<file path="src/rtl/led_sweep_if.sv">
// AXI4-Lite bus bundle between the LED sweep master and its LED register slave.
// All five channels are present. The read channel is part of the bundle but the
// master never uses it.
//   master modport: drives AW/W valid+payload, BREADY, AR/R master side
//   slave  modport: drives AWREADY/WREADY, B response, AR/R slave side
interface led_sweep_if;
    logic [31:0] awaddr;
    logic        awvalid;
    logic        awready;
    logic [31:0] wdata;
    logic [3:0]  wstrb;
    logic        wvalid;
    logic        wready;
    logic [1:0]  bresp;
    logic        bvalid;
    logic        bready;
    logic [31:0] araddr;
    logic        arvalid;
    logic        arready;
    logic [31:0] rdata;
    logic [1:0]  rresp;
    logic        rvalid;
    logic        rready;

    modport master (
        output awaddr, awvalid, wdata, wstrb, wvalid, bready, araddr, arvalid, rready,
        input  awready, wready, bresp, bvalid, arready, rdata, rresp, rvalid
    );

    modport slave (
        input  awaddr, awvalid, wdata, wstrb, wvalid, bready, araddr, arvalid, rready,
        output awready, wready, bresp, bvalid, arready, rdata, rresp, rvalid
    );
endinterface

</file>
<file path="src/rtl/led_sweep_master.sv">
// LED sweep master: steps a lit "eye" of EYE_W LEDs across an LED_W wide
// register and writes each frame to SLAVE_ADDR over AXI4-Lite. The frames are
// spaced ms_delay milliseconds apart.
//   clk, resetn : clock, async active-low reset
//   button      : start/pause; each rising edge toggles running
//   mode        : 0 bounce, 1 rotate left, 2 rotate right, 3 hold
//   ms_delay    : inter-frame delay in ms
//   running     : sweep active
//   wr_err      : sticky, set by any non-OKAY write response
//   m_axi       : AXI4-Lite master (write only; read channel tied off)
module led_sweep_master #(
    parameter int          FREQ_HZ    = 100000000,
    parameter logic [31:0] SLAVE_ADDR = 32'h1000,
    parameter int          LED_W      = 16,
    parameter int          EYE_W      = 3,
    parameter int          MS_W       = 10
) (
    input  logic            clk,
    input  logic            resetn,
    input  logic            button,
    input  logic [1:0]      mode,
    input  logic [MS_W-1:0] ms_delay,
    output logic            running,
    output logic            wr_err,
    led_sweep_if.master     m_axi
);

    localparam logic [31:0]      CLOCKS_PER_MSEC = 32'(FREQ_HZ / 1000);
    localparam logic [LED_W-1:0] EYE_INIT        = LED_W'((33'd1 << EYE_W) - 33'd1);

    typedef enum logic [2:0] {INIT, IDLE, ISSUE, RESP, WAIT, NEXT} state_t;

    state_t           state;
    logic [LED_W-1:0] pattern;
    logic             dir_left;
    logic [31:0]      delay;
    logic             init_wr;   // current write is the power-up clear
    logic             button_q;
    logic             awvalid, wvalid, bready;
    logic [31:0]      wdata;

    logic [LED_W-1:0] nxt_pat;
    logic             nxt_left;
    logic [31:0]      pat_ext;
    logic             aw_done, w_done;

    // Next frame. In bounce mode, an eye that touches an edge reverses
    // direction and moves in the same step, so the edge frame is shown once.
    always_comb begin
        nxt_pat  = pattern;
        nxt_left = dir_left;
        case (mode)
            2'd0: begin
                if (dir_left) begin
                    if (pattern[LED_W-1]) begin
                        nxt_left = 1'b0;
                        nxt_pat  = pattern >> 1;
                    end else begin
                        nxt_pat  = pattern << 1;
                    end
                end else begin
                    if (pattern[0]) begin
                        nxt_left = 1'b1;
                        nxt_pat  = pattern << 1;
                    end else begin
                        nxt_pat  = pattern >> 1;
                    end
                end
            end
            2'd1:    nxt_pat = {pattern[LED_W-2:0], pattern[LED_W-1]};
            2'd2:    nxt_pat = {pattern[0], pattern[LED_W-1:1]};
            default: nxt_pat = pattern;
        endcase
    end

    always_comb begin
        pat_ext              = '0;
        pat_ext[LED_W-1:0]   = pattern;
    end

    // Each channel is finished once its VALID has dropped, or it is handshaking now.
    assign aw_done = !awvalid || m_axi.awready;
    assign w_done  = !wvalid  || m_axi.wready;

    always_ff @(posedge clk or negedge resetn) begin
        if (!resetn) begin
            state    <= INIT;
            pattern  <= EYE_INIT;
            dir_left <= 1'b1;
            delay    <= '0;
            init_wr  <= 1'b0;
            button_q <= 1'b0;
            running  <= 1'b0;
            wr_err   <= 1'b0;
            awvalid  <= 1'b0;
            wvalid   <= 1'b0;
            bready   <= 1'b0;
            wdata    <= '0;
        end else begin
            button_q <= button;
            if (button && !button_q)
                running <= !running;

            case (state)
                INIT: begin
                    pattern  <= EYE_INIT;
                    dir_left <= 1'b1;
                    wdata    <= '0;
                    awvalid  <= 1'b1;
                    wvalid   <= 1'b1;
                    init_wr  <= 1'b1;
                    state    <= ISSUE;
                end
                IDLE: begin
                    if (running) begin
                        wdata   <= pat_ext;
                        awvalid <= 1'b1;
                        wvalid  <= 1'b1;
                        init_wr <= 1'b0;
                        state   <= ISSUE;
                    end
                end
                ISSUE: begin
                    if (awvalid && m_axi.awready) awvalid <= 1'b0;
                    if (wvalid && m_axi.wready)   wvalid  <= 1'b0;
                    if (aw_done && w_done) begin
                        bready <= 1'b1;
                        state  <= RESP;
                    end
                end
                RESP: begin
                    if (m_axi.bvalid) begin
                        bready <= 1'b0;
                        if (m_axi.bresp != 2'b00) wr_err <= 1'b1;
                        if (init_wr) begin
                            state <= IDLE;
                        end else begin
                            delay <= 32'(ms_delay) * CLOCKS_PER_MSEC;
                            state <= WAIT;
                        end
                    end
                end
                WAIT: begin
                    // Leave when the count reaches zero. This gives
                    // ms_delay*CLOCKS_PER_MSEC cycles in WAIT. A zero delay
                    // still takes one cycle.
                    if (delay <= 32'd1) begin
                        delay <= '0;
                        state <= NEXT;
                    end else begin
                        delay <= delay - 32'd1;
                    end
                end
                NEXT: begin
                    pattern  <= nxt_pat;
                    dir_left <= nxt_left;
                    state    <= IDLE;
                end
                default: state <= INIT;
            endcase
        end
    end

    assign m_axi.awaddr  = SLAVE_ADDR;
    assign m_axi.awvalid = awvalid;
    assign m_axi.wdata   = wdata;
    assign m_axi.wstrb   = 4'hF;
    assign m_axi.wvalid  = wvalid;
    assign m_axi.bready  = bready;
    assign m_axi.araddr  = '0;
    assign m_axi.arvalid = 1'b0;
    assign m_axi.rready  = 1'b0;

    logic unused_rd;
    assign unused_rd = ^{m_axi.arready, m_axi.rvalid, m_axi.rdata, m_axi.rresp};

endmodule
</file>
<file path="src/flat_wrapper.sv">
// flat-port wrapper written by rule: the top's interface ports become plain ports
module led_sweep_master_flat 
#(
    parameter int          FREQ_HZ    = 100000000,
    parameter logic [31:0] SLAVE_ADDR = 32'h1000,
    parameter int          LED_W      = 16,
    parameter int          EYE_W      = 3,
    parameter int          MS_W       = 10
)
  (clk, resetn, button, mode, ms_delay, running, wr_err, m_axi_awaddr, m_axi_awvalid, m_axi_wdata, m_axi_wstrb, m_axi_wvalid, m_axi_bready, m_axi_araddr, m_axi_arvalid, m_axi_rready, m_axi_awready, m_axi_wready, m_axi_bresp, m_axi_bvalid, m_axi_arready, m_axi_rdata, m_axi_rresp, m_axi_rvalid);
  led_sweep_if m_axi_i ();
  input  logic clk;
  input  logic resetn;
  input  logic button;
  input  logic [1:0] mode;
  input  logic [MS_W-1:0] ms_delay;
  output logic running;
  output logic wr_err;
  output wire logic [$bits(m_axi_i.awaddr)-1:0] m_axi_awaddr;
  output wire logic [$bits(m_axi_i.awvalid)-1:0] m_axi_awvalid;
  output wire logic [$bits(m_axi_i.wdata)-1:0] m_axi_wdata;
  output wire logic [$bits(m_axi_i.wstrb)-1:0] m_axi_wstrb;
  output wire logic [$bits(m_axi_i.wvalid)-1:0] m_axi_wvalid;
  output wire logic [$bits(m_axi_i.bready)-1:0] m_axi_bready;
  output wire logic [$bits(m_axi_i.araddr)-1:0] m_axi_araddr;
  output wire logic [$bits(m_axi_i.arvalid)-1:0] m_axi_arvalid;
  output wire logic [$bits(m_axi_i.rready)-1:0] m_axi_rready;
  input wire logic [$bits(m_axi_i.awready)-1:0] m_axi_awready;
  input wire logic [$bits(m_axi_i.wready)-1:0] m_axi_wready;
  input wire logic [$bits(m_axi_i.bresp)-1:0] m_axi_bresp;
  input wire logic [$bits(m_axi_i.bvalid)-1:0] m_axi_bvalid;
  input wire logic [$bits(m_axi_i.arready)-1:0] m_axi_arready;
  input wire logic [$bits(m_axi_i.rdata)-1:0] m_axi_rdata;
  input wire logic [$bits(m_axi_i.rresp)-1:0] m_axi_rresp;
  input wire logic [$bits(m_axi_i.rvalid)-1:0] m_axi_rvalid;
  assign m_axi_awaddr = m_axi_i.awaddr;
  assign m_axi_awvalid = m_axi_i.awvalid;
  assign m_axi_wdata = m_axi_i.wdata;
  assign m_axi_wstrb = m_axi_i.wstrb;
  assign m_axi_wvalid = m_axi_i.wvalid;
  assign m_axi_bready = m_axi_i.bready;
  assign m_axi_araddr = m_axi_i.araddr;
  assign m_axi_arvalid = m_axi_i.arvalid;
  assign m_axi_rready = m_axi_i.rready;
  assign m_axi_i.awready = m_axi_awready;
  assign m_axi_i.wready = m_axi_wready;
  assign m_axi_i.bresp = m_axi_bresp;
  assign m_axi_i.bvalid = m_axi_bvalid;
  assign m_axi_i.arready = m_axi_arready;
  assign m_axi_i.rdata = m_axi_rdata;
  assign m_axi_i.rresp = m_axi_rresp;
  assign m_axi_i.rvalid = m_axi_rvalid;
  led_sweep_master #(.FREQ_HZ(FREQ_HZ), .SLAVE_ADDR(SLAVE_ADDR), .LED_W(LED_W), .EYE_W(EYE_W), .MS_W(MS_W)) u_core (.clk(clk), .resetn(resetn), .button(button), .mode(mode), .ms_delay(ms_delay), .running(running), .wr_err(wr_err), .m_axi(m_axi_i));
endmodule
</file>
<file path="config.mk">
export PLATFORM = sky130hd
export DESIGN_NAME = led_sweep_master_flat
export DESIGN_NICKNAME = d
export VERILOG_FILES = /design/src/rtl/led_sweep_if.sv /design/src/rtl/led_sweep_master.sv /design/src/flat_wrapper.sv
export SDC_FILE = /design/constraint.sdc
export NUM_CORES = 1
export LEC_CHECK = 0
export BUFFER_PORTS_ARGS = -buffer_cell sky130_fd_sc_hd__buf_4
export CORE_ASPECT_RATIO = 2
export CORE_UTILIZATION = 45
export CTS_BUF_LIST = sky130_fd_sc_hd__clkbuf_8
export CTS_CLUSTER_DIAMETER = 120
export DETAILED_ROUTE_END_ITERATION = 7
export GPL_ROUTABILITY_DRIVEN = 0
export PLACE_DENSITY_LB_ADDON = 0.1
export SKIP_LAST_GASP = 1
export SYNTH_ARGS = -nofsm -noshare
export SYNTH_HDL_FRONTEND = slang
export SYNTH_SLANG_ARGS = --single-unit
</file>
<file path="constraint.sdc">
create_clock -name clk -period 2.6 [get_ports clk]
set_clock_uncertainty 0.15 [all_clocks]
set_input_delay 0.39 -clock clk [delete_from_list [all_inputs] [get_ports clk]]
set_output_delay 0.39 -clock clk [all_outputs]
set_load 0.03 [all_outputs]
</file>
==> impl_metrics.tcl, run 1 <==
set metrics [dict create \
    start_util_pct 45.73 \
    area_growth_pct 33.05 \
    core-area_mm2 0.01474 \
    via_per_inst 5.324 \
    grt_pass1_vias 6088 \
    n_antenna_cell 0 \
    die_w_um 88.55 \
    slew_violations 0 \
    grt_pass1_wl_mm 28.51 \
    drive_gt1_share_pct 33.40 \
    status "complete, but fails checks" \
    synth.area.top_cells "dfrtp_1 (26%), ha_1 (14%), buf_4 (9.6%)" \
    p_per_area_mw_per_mm2 902.4 \
    cp-end-kind "register" \
    final_util_pct 60.85 \
    synth-main-ff-cell "dfrtp_1" \
    ys_ff_latch 75 \
    drtIter0Drc 289 \
    syn-cell-area_mm2 0.006741 \
    critPathRequiredTime_ns 2.70 \
    violations "setup timing" \
    fmax_ghz 0.2598 \
    synthCells 749 \
    clk_latency_ns 0.36 \
    ant_nets 0 \
    p_sw_uw 3592 \
    cp_top_family "adder cells" \
    synth_edf_count 0 \
    netlist_top_cells_count "buf_4 (86), ha_1 (78), dfrtp_1 (71)" \
    clk_pin_slew_ns 0.08 \
    path_cells "buf_8 > ha_4 > fa_2 > fa_1 > ha_4 > fa_1 > ha_4 > o211ai_1 > o21a_1 > a211oi_2 > o21ai_1 > xnor2_1 > a221o_1" \
    intPower_uw 4502 \
    p_clk_share_pct 11.2 \
    finalWirelength_mm 19.05 \
    grt_max_degree 47 \
    preCtsSetupSlack_ns -1.699 \
    ys.warnings.count 0 \
    combPwrFrac_pct 67.4 \
    critPathMaxFanout 4 \
    cp-start-kind "input port" \
    clockRootBuffer "clkbuf_8" \
    ys_types 61 \
    die_area_mm2 0.01550 \
    rsz0062_at_grt "true" \
    cts_tree "done" \
    drv_cap 0 \
    vias 5995 \
    antenna_found_initial 0 \
    grt.total_usage_pct 24.18 \
    timing.critical_path.buf_inv 1 \
    p_leak_uw 0.004225 \
    htreeDepth 3 \
    syn_area_per_cell_um2 9.001 \
    slew_headroom_pct 19.13 \
    grt_overflow_total 0 \
    finalSetupViolations 32 \
    fill_cells 1285 \
    yosys.cell_count.top_type "buf_4" \
    fin_ws_ns -1.249 \
    synth_top_area_share_pct 26.35 \
    r2r_slack_ns -0.21 \
    hpwl_mm 14.82 \
    wl_per_cell_um 16.92 \
    critPathSlowestCell "fa_1" \
    dr.pass1.iters 5 \
    crit_type "in -> reg" \
    cp_common_cell "ha_4" \
    hold_class "in -> reg" \
    yosysTopAreaCell "dfrtp_1" \
    cp.arrival_ns 3.95 \
    cts_buffers 9 \
    final_hold_viol_count 0 \
    final_cell_area_mm2 0.008970 \
    min_period_over_period_pct 148.0 \
    rows 63 \
    swShare_pct 44.38 \
    die_h_um 175.1 \
    async_flop_share_pct 100.0 \
    min_period_ns 3.849 \
    ys_seq_area_share_pct 27.91 \
    clock_sinks 75 \
    place.port_buffers 40 \
    placed_cell_area_mm2 0.008084 \
    finalNetCount 1078 \
    num_io_pins 163 \
    vdd_ir_drop_max_mv 0.4130 \
    worstMarginPinSlew_ns 1.205 \
    clock_path_buffers 2 \
    drc 0 \
    seqPwrFrac_pct 21.4 \
    slowest_delay_ns 0.55 \
]
-- state kept, by name (all words and copies together) (netlist names) --
register              cells
u_core.delay             32
u_core.m_axi.wdata       16
u_core.pattern           16
u_core.state              3
u_core.button_q           1
u_core.dir_left           1
u_core.init_wr            1
u_core.m_axi.awvalid      1
u_core.m_axi.bready       1
u_core.m_axi.wvalid       1
u_core.running            1
u_core.wr_err             1
-- cells by family (layout without fill, tap and decap cells) --
| family | Yosys count | after routing | synth area share, % |
|---|---|---|---|
| flip-flops | 75 | 75 | 27.91 |
| buffers and inverters | 162 | 259 | 13.96 |
| XOR/XNOR | 28 | 28 | 3.638 |
| other | 2 | 86 | 0.1114 |
| AO/OA/AOI/OAI | 194 | 194 | 19.36 |
| multiplexers | 11 | 11 | 1.670 |
| adder cells (fa/ha/maj) | 96 | 96 | 19.82 |
| AND/OR/NAND/NOR | 181 | 182 | 13.53 |
-- power groups by stage --
stage / clock [uW] / combinational [uW] / sequential [uW]
finish: 908 / 5450 / 1730
global route: 963 / 5890 / 1760
CTS: 927 / 5210 / 1720
detailed placement: 0 / 4690 / 1740
global placement: 0 / 4620 / 1730
floorplan: 0 / 2890 / 1820
-- routing by layer --
metal | track usage [%] | up-vias | routed length (um)
li1 | - | 2877 | -
met1 | 20.71 | 2897 | 6079
met2 | 49.49 | 164 | 11510
met3 | 1.559 | 57 | 394
met4 | 15.73 | 0 | 1065
met5 | 0 | - | 0
-- tightest hold or removal path, stage by stage --
cell,delay (ns)
buf_4,0.07
nor2_1,0.03
o21bai_1,0.12
-- placed cells by master, fill, tap and decap left out, drive strengths merged, types with 8 or more instances in the layout --
cell    Yosys  layout
nor4       11      11
xnor2      14      14
o221ai      8       8
a22oi       8       8
nor3       37      37
o21ai      55      55
conb        2      86
inv        46      46
mux2i       9       9
o22ai       8       8
a21o       10      10
fa         18      18
a22o       28      28
ha         78      78
nor2       34      34
dfrtp      71      71
a21oi      32      32
xor2       14      14
buf        89     195
nand3      14      14
nand2      47      47
clkbuf     27       9
-- repair_timing --
item                                    CTS  global route
hold buffers                              2             0
pin swaps                                65            37
endpoints found under the setup margin   32            32
buffers inserted                         17             6
gates cloned                              2             0
endpoints found under the hold margin    44             0
gates resized for setup                  75            28
-- path summary, 6_finish.rpt --
path | start | to | cells after the start
max | ms_delay[5] | u_core.delay[24] | 13
min | m_axi_bresp[0] | u_core.wr_err | 3
max reg2reg | u_core.delay[12] | u_core.delay[12] | 10
min reg2reg | u_core.wr_err | u_core.wr_err | 1
max in group asynchronous | resetn | u_core.dir_left | 3
min in group asynchronous | resetn | u_core.pattern[6] | 2
-- per-stage QoR --
stage	hold slack (ns)	std cells	TNS, ns	power, uW
finish	0.1461	1126	-17.57	8094
CTS	0.1422	1123	-15.52	7862
global route	0.1582	1126	-19.63	8617
global placement	0.2875	1086	-24.94	6348
floorplan	-0.05559	833	-17.36	4709
detailed placement	0.2968	1086	-25.69	6438
-- cell type report --
type / count / area [um^2] / share of cell area, %
Tap cell: 195 / 244.0 / 2.720
Sequential cell: 75 / 1882 / 20.98
Clock buffer: 9 / 123.9 / 1.381
Clock inverter: 7 / 68.82 / 0.7672
Timing Repair Buffer: 197 / 1594 / 17.77
Multi-Input combinational cell: 597 / 4877 / 54.37
Inverter: 46 / 180.2 / 2.009
(Power assumes the default switching activity.)
==> run 2, diff against run 1 <==
- ABC_AREA: default -> 1
- GPL_ROUTABILITY_DRIVEN: 0 -> default
- SETUP_SLACK_MARGIN: default -> 0.3
==> run 2 against run 1 <==
Compared with the run above:
- the run still ends with setup timing left
- critical endpoint is now u_core.delay[17]
- die area grew 5.8%
- sequential power grew 9%
- final cell count grew 11%
- worst setup slack gained 0.34 ns
- global-route usage grew 0.59 points
- power grew 8.6%
- synthesized cell count grew 25%
- highest routed layer unchanged
- routed wire length grew 2.5%
==> impl_metrics.tcl, run 2 <==
set metrics [dict create \
    dr.pass1.iters 4 \
    grt_overflow_total 0 \
    grt_pass1_vias 6609 \
    grt_max_degree 47 \
    yosys.area_share.simple_pct 23.29 \
    ys_seq_area_share_pct 26.35 \
    p_leak_uw 0.004362 \
    syn_area_per_cell_um2 7.653 \
    vias 6391 \
    ant_nets 0 \
    seqCellArea_mm2 0.001882 \
    synthMuxAreaShare_pct 0 \
    clock_sinks 75 \
    grt_pass1_wl_mm 31.86 \
    r2r_cells 11 \
    multi_input_area_mm2 0.005223 \
    cts_buffers 9 \
    cp-start-kind "input port" \
    num_io_pins 163 \
    finalSetupViolations 17 \
    drtIter0Drc 199 \
    hold_end "u_core.wr_err" \
    via_per_inst 5.113 \
    syn-cell-area_mm2 0.007141 \
    r2r_start "u_core.delay[0]" \
    fmax_ghz 0.2847 \
    ys_types 51 \
    htreeDepth 3 \
    area_growth_pct 26.30 \
    n_antenna_cell 0 \
    crit_type "in -> reg" \
    path_cells "buf_8 > ha_4 > fa_2 > fa_2 > ha_4 > fa_2 > ha_4 > nand2_4 > inv_2 > a21oi_4 > nand3_4 > buf_6 > a21oi_2 > o21ai_2 > o211ai_1" \
    preCtsSetupSlack_ns -1.368 \
    cp.arrival_ns 3.65 \
    final_hold_viol_count 0 \
    hold_depth 3 \
    finalWirelength_mm 19.53 \
    drive_gt1_share_pct 27.85 \
    hpwl_mm 15.52 \
    layout_common_cells "nand2_1 (170), buf_4 (105), conb_1 (86)" \
    synth-main-ff-cell "dfrtp_1" \
    r2r_slack_ns 0.51 \
    die_w_um 91.07 \
    critPathRequiredTime_ns 2.74 \
    synth_top_family_by_area "simple AND/OR/NAND/NOR gates" \
    clockRootBuffer "clkbuf_8" \
    synth-xor-area-share_pct 2.330 \
    startpoint "ms_delay[6]" \
    clk_pin_slew_ns 0.09 \
    yosys.cell_count.top_type "nand2_1" \
    cp_top_family "adder cells" \
    fill_cells 1486 \
    rows 64 \
    min_period_ns 3.513 \
    finalNetCount 1199 \
    place_congestion 0.9265 \
    grt.total_usage_pct 24.77 \
    synth_top_area_share_pct 24.88 \
    slew_headroom_pct 54.46 \
    wl_per_cell_um 15.62 \
    core-area_mm2 0.01537 \
    worstMarginPinSlew_ns 0.6823 \
    holdCritStartpoint "m_axi_bvalid" \
    rr_endpoint "u_core.delay[30]" \
    largest_reg_flops 32 \
    cp-end-kind "register" \
    hold_class "in -> reg" \
    final_common_cell "nand2_1" \
    timing.critical_path.buf_inv 3 \
    final_cell_area_mm2 0.009019 \
    violations "setup timing" \
    synth.area.top_cells "dfrtp_1 (25%), ha_1 (14%), nand2_1 (10%)" \
    slowest_delay_ns 0.58 \
    placed_cell_area_mm2 0.008204 \
    synthAdderAreaFrac_pct 18.71 \
    p_per_area_mw_per_mm2 974.6 \
    clock_path_buffers 2 \
    antenna_found_initial 0 \
    ys_ff_latch 75 \
    die_h_um 180.1 \
    netlist_top_cells_count "nand2_1 (196), inv_1 (96), buf_4 (88)" \
    synth_compound_area_share_pct 12.90 \
    start_util_pct 46.44 \
    fin_ws_ns -0.9130 \
    rsz0062_at_grt "true" \
    top_register "u_core.delay" \
    cp_num_cells 15 \
    ys.warnings.count 0 \
    yosysTopAreaCell "dfrtp_1" \
    critPathMaxFanout 4 \
    critPathSlowestCell "fa_2" \
    status "complete, but fails checks" \
    cts_tree "done" \
    min_period_over_period_pct 135.1 \
    reg.largest.list "u_core.delay x32, u_core.m_axi.wdata x16, u_core.pattern x16" \
    drv_cap 0 \
    die_area_mm2 0.01641 \
    drc 0 \
    slew_violations 0 \
    async_flop_share_pct 100.0 \
    place.port_buffers 40 \
    clk_latency_ns 0.36 \
    synthCells 933 \
    vdd_ir_drop_max_mv 0.5077 \
    synth_edf_count 0 \
]
==> run 2: layer usage <==
| metal | share of wire, % | up-vias | track usage, % |
|---|---|---|---|
| met5 | 0 | - | 0 |
| met4 | 6.8 | 0 | 17.14 |
| met3 | 1.9 | 68 | 2.532 |
| met2 | 59 | 135 | 50.09 |
| met1 | 33 | 3029 | 21.87 |
| li1 | - | 3159 | - |
==> run 2: cell families (layout without fill, tap and decap cells) <==
family	Yosys count	in the layout
other	2	86
adder cells (fa/ha/maj)	96	96
buffers and inverters	212	247
XOR/XNOR	19	19
AND/OR/NAND/NOR	382	382
flip-flops	75	75
AO/OA/AOI/OAI	147	147
==> run 2: through the flow <==
step                TNS (ns)  total power (uW)  utilization, %  instances  hold WS (ns)
finish                -12.51              8789           58.66       1250        0.1540
global route          -14.19              9485           58.66       1250        0.1838
CTS                   -11.63              8540           57.39       1242        0.1444
detailed placement    -19.24              6933           53.36       1218        0.2053
global placement      -18.70              6893           53.36       1218        0.2056
floorplan             -12.70              5543               -       1017      -0.05559
==> run 2: worst max-delay path by stage <==
stage | slack, ns | end
final | -0.91 | u_core.delay[17]
after global routing | -1.02 | u_core.delay[26]
after CTS | -0.85 | u_core.delay[26]
after detailed placement | -1.37 | u_core.delay[26]
after global placement | -1.29 | u_core.delay[26]
after floorplan | -0.95 | u_core.delay[26]
==> run 2: area by class of cell <==
type                            instances  share of cell area, %
Tap cell                              198                  2.747
Clock inverter                          6                 0.9850
Sequential cell                        75                  20.87
Clock buffer                           10                  1.526
Multi-Input combinational cell        730                  57.91
Timing Repair Buffer                  124                  11.40
Inverter                              107                  4.564
==> run 2: worst register-to-register path: stages, from the launching register on <==
cell	delay [ns]
dfrtp_1	0.45
inv_1	0.11
ha_1	0.18
nand2_2	0.11
nor2_4	0.27
nand2_2	0.13
inv_2	0.12
nand2_1	0.08
nor2_1	0.09
nand3_1	0.08
o21ai_0	0.16
nor2_1	0.05
==> run 2: power by group <==
group	switching (uW)	total (uW)	internal [uW]
clock network	477	1050	569
logic	3470	5860	2390
registers	360	1880	1520
total	4300	8790	4480
==> run 2: timing repair <==
action,CTS,global route
gates resized for setup,70,31
setup endpoints to repair,17,17
hold buffers,2,0
pin swaps,53,55
endpoints found under the hold margin,30,0
setup buffers,6,8
==> run 3, diff against run 2 <==
- CORE_MARGIN: default -> 2
==> run 3 against run 2 <==
Compared with the run above:
- the run still ends with setup timing left
- non-clock buffer count decreased by 10
- register-to-register slack about the same
- power decreased by 6.0%
- core utilization decreased by 2.1 points
- worst hold slack improved by 0.0049 ns
- die area increased by 3.3%
- fmax increased by 1.9%
- routed wire length decreased by 13%
- sequential share of layout area increased by 0.44 points
- flip-flop and latch count unchanged
- design area decreased by 2.1%
- global-route usage decreased by 4.0 points
- critical path type unchanged
==> impl_metrics.tcl, run 3 (synthesis results as in run 2) <==
set metrics [dict create \
    status "complete, but fails checks" \
    violations "setup timing" \
    die_h_um 182.1 \
    drtIter0Drc 358 \
    num_io_pins 163 \
    grt_pass1_vias 5984 \
    final_util_pct 56.57 \
    cp_num_cells 15 \
    place_congestion 0.9023 \
    min_period_ns 3.449 \
    cts_buffers 9 \
    rsz0062_at_grt "true" \
    die_area_mm2 0.01695 \
    drive_gt1_share_pct 26.49 \
    cp-end-kind "register" \
    multi_input_area_mm2 0.005164 \
    vias 6234 \
    clockRootBuffer "clkbuf_8" \
    layout_common_cells "nand2_1 (173), buf_4 (95), inv_1 (89)" \
    clock_path_buffers 2 \
    clk_latency_ns 0.36 \
    wl_per_cell_um 13.70 \
    fin_ws_ns -0.8487 \
    stdcell_count 1243 \
    power_uw 8265 \
    ant_nets 0 \
    vdd_ir_drop_max_mv 0.6089 \
    final_common_cell "nand2_1" \
    min_period_over_period_pct 132.6 \
    clock_sinks 75 \
    top_register "u_core.delay" \
    reg.largest.list "u_core.delay x32, u_core.m_axi.wdata x16, u_core.pattern x16" \
    hpwl_mm 13.22 \
    critPathRequiredTime_ns 2.75 \
    placed_cell_area_mm2 0.008200 \
    hold_class "in -> reg" \
    antenna_found_initial 0 \
    seqCellArea_mm2 0.001882 \
    worstMarginPinSlew_ns 0.6831 \
    finalNetCount 1189 \
    rows 65 \
    path_cells "buf_8 > ha_4 > fa_2 > fa_2 > ha_4 > fa_2 > ha_4 > nand2_4 > nor2_4 > nand3_2 > nand3_4 > nand2_2 > nand3b_1 > nand3_2 > a21oi_2" \
    final_hold_viol_count 0 \
    r2r_cells 11 \
    final_cell_area_mm2 0.008833 \
    start_util_pct 45.73 \
    cp.arrival_ns 3.59 \
    area_growth_pct 23.71 \
    critPathSlowestCell "fa_2" \
    critPathMaxFanout 4 \
    p_leak_uw 0.004274 \
    largest_reg_flops 32 \
    dr.pass1.iters 5 \
    p_per_area_mw_per_mm2 935.6 \
    die_w_um 93.07 \
    cts_tree "done" \
    slowest_delay_ns 0.54 \
    r2r_slack_ns 0.50 \
    htreeDepth 3 \
    slew_violations 0 \
    via_per_inst 5.015 \
    drc 0 \
    slew_headroom_pct 54.41 \
    fmax_ghz 0.2900 \
    core-area_mm2 0.01562 \
    drv_cap 0 \
    grt.total_usage_pct 20.72 \
    clk_pin_slew_ns 0.08 \
    n_antenna_cell 0 \
    cp-start-kind "input port" \
    cp_top_family "adder cells" \
    finalWirelength_mm 17.03 \
    fill_cells 1475 \
    place.port_buffers 40 \
    crit_type "in -> reg" \
    grt_pass1_wl_mm 28.52 \
    finalSetupViolations 17 \
    hold_depth 3 \
    grt_overflow_total 0 \
    dp_cells 1220 \
    timing.critical_path.buf_inv 1 \
    grt_max_degree 40 \
]
[run 3: changes by cell type in the layout (fill, tap and decap cells not counted), sizes merged]
cell / delta
inv: +1
clkbuf: +1
buf: -10
bufinv: -2
[run 3: layout make-up]
class                   count  share of cell area, %
multi-input cells         730                  58.46
flip-flops and latches     75                  21.30
repair buffers            114                  10.75
inverters                 107                  4.660
well taps                 201                  2.847
clock buffers              11                  1.714
clock inverters             5                 0.2691
[run 3: timing repair]
| item | CTS | global route |
|---|---|---|
| endpoints found under the setup margin | 17 | 17 |
| endpoints found under the hold margin | 35 | 0 |
| gates resized for setup | 46 | 39 |
| hold buffers | 2 | 0 |
| setup buffers | 2 | 3 |
| pin swaps | 24 | 41 |
[run 3: path summary, 6_finish.rpt]
path / startpoint / end
min in group asynchronous: resetn / u_core.m_axi.wdata[4]
max in group asynchronous: resetn / u_core.delay[6]
min reg2reg: u_core.m_axi.wdata[7] / u_core.m_axi.wdata[7]
min: m_axi_bvalid / u_core.wr_err
max reg2reg: u_core.delay[17] / u_core.delay[12]
max: ms_delay[5] / u_core.delay[25]
[run 3: worst min-delay path: stages]
cell	delay (ns)
buf_4	0.11
o21ai_0	0.06
o21bai_1	0.06
[run 3: report_power, final]
| part | internal, uW | switching, uW | total, uW |
|---|---|---|---|
| combinational | 2330 | 3250 | 5570 |
| sequential | 1520 | 345 | 1870 |
| clock | 387 | 437 | 825 |
[run 3: through the flow]
step | setup WS [ns] | TNS, ns | hold WS, ns
2_1_floorplan | -0.9469 | -12.70 | -0.05559
3_3_place_gp | -1.245 | -18.43 | 0.2519
3_5_place_dp | -1.303 | -18.97 | 0.2486
4_1_cts | -0.8512 | -11.39 | 0.1428
5_1_grt | -1.008 | -13.68 | 0.1677
6_report | -0.8487 | -11.50 | 0.1589
[run 3: layer usage]
metal  global-route usage (%)  up-vias  wire (um)
li1                         -     3136          -
met1                    29.10     2915       7883
met2                    34.38      169       8230
met3                    2.188       14        739
met4                    4.647        0        175
met5                        0        -          0
